[src/rtl/axi4_video_chk_pkg.sv]
// Shared definitions for the AXI4-Stream video frame checker.
// Holds the FSM state type, the error flag bit positions and the CRC-32 constants.
package axi4_video_chk_pkg;

   typedef enum logic [1:0] {
      WAIT_SOF  = 2'd0,
      ACTIVE    = 2'd1,
      DRAIN_EOL = 2'd2
   } state_t;

   localparam int ERR_SHORT_LINE  = 0;
   localparam int ERR_LONG_LINE   = 1;
   localparam int ERR_EARLY_SOF   = 2;
   localparam int ERR_SHORT_FRAME = 3;

   localparam logic [31:0] CRC_POLY   = 32'h04C1_1DB7;
   localparam logic [31:0] CRC_INIT   = 32'hFFFF_FFFF;
   localparam logic [31:0] CRC_XOROUT = 32'hFFFF_FFFF;

   localparam logic [15:0] ERR_CNT_MAX = 16'hFFFF;

endpackage

[src/rtl/video_crc32.sv]
// Word-parallel CRC-32 (MSB first, no reflection) over a TDATA_WIDTH-bit beat.
// init_i restarts the running value; with en_i the beat is folded in on top of
// the restarted value in the same cycle. crc_upd_o is the running value with the
// current beat folded in, for callers that need the result before the register.
module video_crc32
   import axi4_video_chk_pkg::*;
#(
   parameter int TDATA_WIDTH = 32
) (
   input  logic                   clk_i,
   input  logic                   init_i,
   input  logic                   en_i,
   input  logic [TDATA_WIDTH-1:0] data_i,
   output logic [31:0]            crc_o,
   output logic [31:0]            crc_upd_o
);

   function automatic logic [31:0] crc_step(input logic [31:0] crc,
                                            input logic [TDATA_WIDTH-1:0] d);
      logic [31:0] c;
      c = crc;
      for (int i = TDATA_WIDTH - 1; i >= 0; i--) begin
         if (c[31] ^ d[i]) c = {c[30:0], 1'b0} ^ CRC_POLY;
         else              c = {c[30:0], 1'b0};
      end
      return c;
   endfunction

   logic [31:0] crc_q;

   assign crc_o     = crc_q;
   assign crc_upd_o = crc_step(crc_q, data_i);

   // Running CRC register; seeded at each frame start, so it carries no reset
   always_ff @(posedge clk_i) begin
      if (en_i)        crc_q <= crc_step(init_i ? CRC_INIT : crc_q, data_i);
      else if (init_i) crc_q <= CRC_INIT;
   end

endmodule

[config.mk]
export PLATFORM = sky130hd
export DESIGN_NAME = video_crc32
export DESIGN_NICKNAME = d
export VERILOG_FILES = /design/src/rtl/axi4_video_chk_pkg.sv /design/src/rtl/video_crc32.sv
export SDC_FILE = /design/constraint.sdc
export NUM_CORES = 1
export LEC_CHECK = 0
export ABC_CLOCK_PERIOD_IN_PS = 3610
export CELL_PAD_IN_SITES_DETAIL_PLACEMENT = 0
export CELL_PAD_IN_SITES_GLOBAL_PLACEMENT = 1
export CORE_ASPECT_RATIO = 1.5
export CORE_MARGIN = 8
export CORE_UTILIZATION = 41
export CTS_BUF_LIST = sky130_fd_sc_hd__clkbuf_8
export DETAILED_ROUTE_END_ITERATION = 10
export PLACE_DENSITY_LB_ADDON = 0.1
export SYNTH_ARGS = -nofsm -noshare
export SYNTH_HDL_FRONTEND = slang
export SYNTH_SLANG_ARGS = --single-unit
[constraint.sdc]
create_clock -name clk_i -period 3.61 [get_ports clk_i]
set_input_delay 0.361 -clock clk_i [delete_from_list [all_inputs] [get_ports clk_i]]
set_output_delay 0.361 -clock clk_i [all_outputs]
set_load 0.02 [all_outputs]
==> run_results.csv <==
group,metric,value,unit
floorplan,die_h,181.5,um
cts,root_buffer,"clkbuf_8",
timing,timing.final.crit_share,116.9,%
setup_path,crit_end,"crc_upd_o[12]",
logic_synthesis,synthTopCellsByArea,"xnor2_1 42%, xor2_1 11%, xnor3_1 10%",
logic_synthesis,syn_nets,763,
cells_and_area,largest_register_ffs,32,
route,dr.pass1.iters,5,
setup_path,startpoint,"crc_o[30]",
floorplan,initial_core_util,41.72,%
global_routing,grt_pass1_wl,46.50,mm
route,drt-initial-drc-count,306,
setup_path,cp-end-kind,"output pin",
floorplan,pin_count,99,
timing,setup_viol,48,
logic_synthesis,synth_edf_count,0,
timing,skew,0.01476,ns
setup_path,cp-start-kind,"flop",
place,placed_cell_area,11580,um^2
setup_path,reg2regPathDepth,15,
floorplan,core_area,17940,um^2
setup_path,arrival,3.86,ns
logic_synthesis,post-synth-top-count-cell,"xnor2_1",
logic_synthesis,yosysSeqAreaShare,8.559,%
logic_synthesis,yosysTopAreaCellShare,42.48,%
worst_hold_path,worstHoldPathType,"flop to flop",
status,violations,"setup timing",
cts,path_clk_slew,0.09,ns
logic_synthesis,yosys.area.top_type,"xnor2_1",
cts,cts.sinks,32,
cts,cts_tree,"done",
place,hpwl,26.09,mm
timing,grt_setup_unrepaired,"true",
cells_and_area,final_nets,1305,
route,routed_wl,36.96,mm
setup_path,worst_ep_required_time,3.25,ns
route,via_count,7438,
flow_run,drv_cap,0,
status,outcome,"complete, but fails checks",
floorplan,die_w,126.3,um
place,place_congestion,0.9801,
timing,period_minus_slack,4.220,ns
logic_synthesis,synth.distinct_cells,21,
route,postRouteAntennaNets,0,
logic_synthesis,synthFlopType,"dfxtp_1",
floorplan,die_area,22920,um^2
route,wl_per_cell,24.84,um
timing,hold_viol_final,0,
logic_synthesis,syn_area,7485,um^2
place,port_buffers,98,
route,drc_errors,0,
logic_synthesis,async_flop_share,0,%
cells_and_area,layout-drive-gt1-share,65.22,%
cts,cts_buffers,5,
timing,tightest_slew,1.181,ns
setup_path,timing.rr.start,"crc_o[26]",
floorplan,rows,60,
global_routing,antenna_found_initial,0,
cells_and_area,syn2layout_area_growth,105.4,%
cells_and_area,antenna_cells,0,
global_routing,grt_max_degree,65,
cts,clock_latency,0.32,ns
cells_and_area,fin_area,15380,um^2
setup_path,critPathMaxFanout,4,
cts,clk_path_buf_depth,2,
logic_synthesis,synth_cells,728,
setup_path,r2r_end,"crc_o[8]",
global_routing,globalRouteOverflowTotal,0,
timing,maxSlewHeadroom,21.29,%
cts,ctsHtreeMaxLevel,2,
logic_synthesis,synth_seq_cells,32,
global_routing,first_global_vias,7692,
setup_path,critical_path_class,"flop to output pin",
logic_synthesis,avgSynthCellArea,10.28,um^2
logic_synthesis,ys_top_cells_by_count,"363 x xnor2_1, 97 x xor2_1, 41 x xnor2_2, 34 x xnor3_1",
route,routed_via_density,4.999,
logic_synthesis,yosysWarnings,0,
global_routing,track_usage,27.82,%
timing,finalWorstSetupSlack,-0.6101,ns
setup_path,ff2ff_setup_slack,-0.19,ns
timing,fmax,237.0,MHz
timing,drv_slew,0,
## worst min-delay path by stage
stage	start	end	depth (start not counted)
floorplan	crc_o[22]	crc_o[22]	2
global placement	crc_o[2]	crc_o[2]	2
detailed placement	crc_o[2]	crc_o[2]	2
CTS	crc_o[2]	crc_o[2]	2
global route	crc_o[13]	crc_o[13]	3
finish	crc_o[5]	crc_o[5]	2
## repair_timing
action / in CTS / in global routing
endpoints found under the hold margin: 0 / 0
hold buffers: 0 / 0
gates resized for setup: 375 / 227
gates cloned: 0 / 1
pin swaps: 86 / 163
endpoints found under the setup margin: 64 / 58
setup buffers: 63 / 81
## cells by family after synthesis
group / Yosys count / share of synthesized area (%)
AOI/OAI and AO/OA: 32 / 2.140
xor gates and xnor gates: 569 / 83.37
buffers and inverters: 27 / 1.789
DFF: 32 / 8.559
and+or+nand+nor: 68 / 4.146
## cell type report
| type | count | area [um^2] |
|---|---|---|
| fill | 863 | 2565 |
| clock inverter | 3 | 42.54 |
| tap | 217 | 271.5 |
| timing repair buffer | 561 | 4917 |
| sequential | 32 | 666.9 |
| multi-input combinational | 669 | 9407 |
| inverter | 1 | 3.754 |
| clock buffer | 5 | 68.82 |
## critical path: stages (launching register included)
cell     delay (ns)
dfxtp_4        0.37
xnor2_4        0.26
buf_6          0.14
xnor2_2        0.11
buf_6          0.17
xnor2_2        0.10
buf_4          0.18
xnor2_2        0.43
xnor2_4        0.21
xnor2_2        0.27
xor2_2         0.22
buf_4          0.17
xnor2_4        0.08
buf_4          0.18
xnor2_4        0.25
buf_6          0.14
xnor2_2        0.09
buf_4          0.16
## stage by stage
| step | setup WS [ns] | TNS [ns] | utilization [%] | cells | hold slack (ns) |
|---|---|---|---|---|---|
| floorplan | -0.2478 | -2.916 | - | 728 | 0.6052 |
| global placement | -1.287 | -59.98 | 64.57 | 1352 | 0.6036 |
| detailed placement | -1.406 | -63.78 | 64.57 | 1352 | 0.6015 |
| CTS | -0.4290 | -9.954 | 74.41 | 1420 | 0.6233 |
| global route | -0.7069 | -17.49 | 85.70 | 1488 | 0.6815 |
| finish | -0.6101 | -13.01 | 85.70 | 1488 | 0.6430 |
## layout by cell type, fill, tap and decap left out, types with 4 or more instances in the layout
master and n:
xor2_4 22, buf_12 15, xnor3_1 18, xnor2_1 193
dfxtp_4 6, nor2_1 24, nor2_2 9, xnor3_2 23
dlygate4sd2_1 6, xor2_2 25, xnor2_4 88, buf_4 385
clkbuf_2 4, buf_6 90, clkbuf_8 5, dfxtp_1 23
xor2_1 63, a21oi_1 30, nor3_1 32, clkdlybuf4s50_1 49
xnor2_2 132, buf_8 4
## per-layer routing
metal / routed length [um] / track usage [%] / vias up
met5: 0 / 0 / -
met2: 21300 / 57.99 / 289
li1: - / - / 3342
met4: 4120 / 25.81 / 0
met1: 10430 / 21.34 / 3637
met3: 1112 / 2.287 / 170
Power is not shown: default switching activity piles up to over one toggle a cycle in this logic, so the estimate is an artifact.
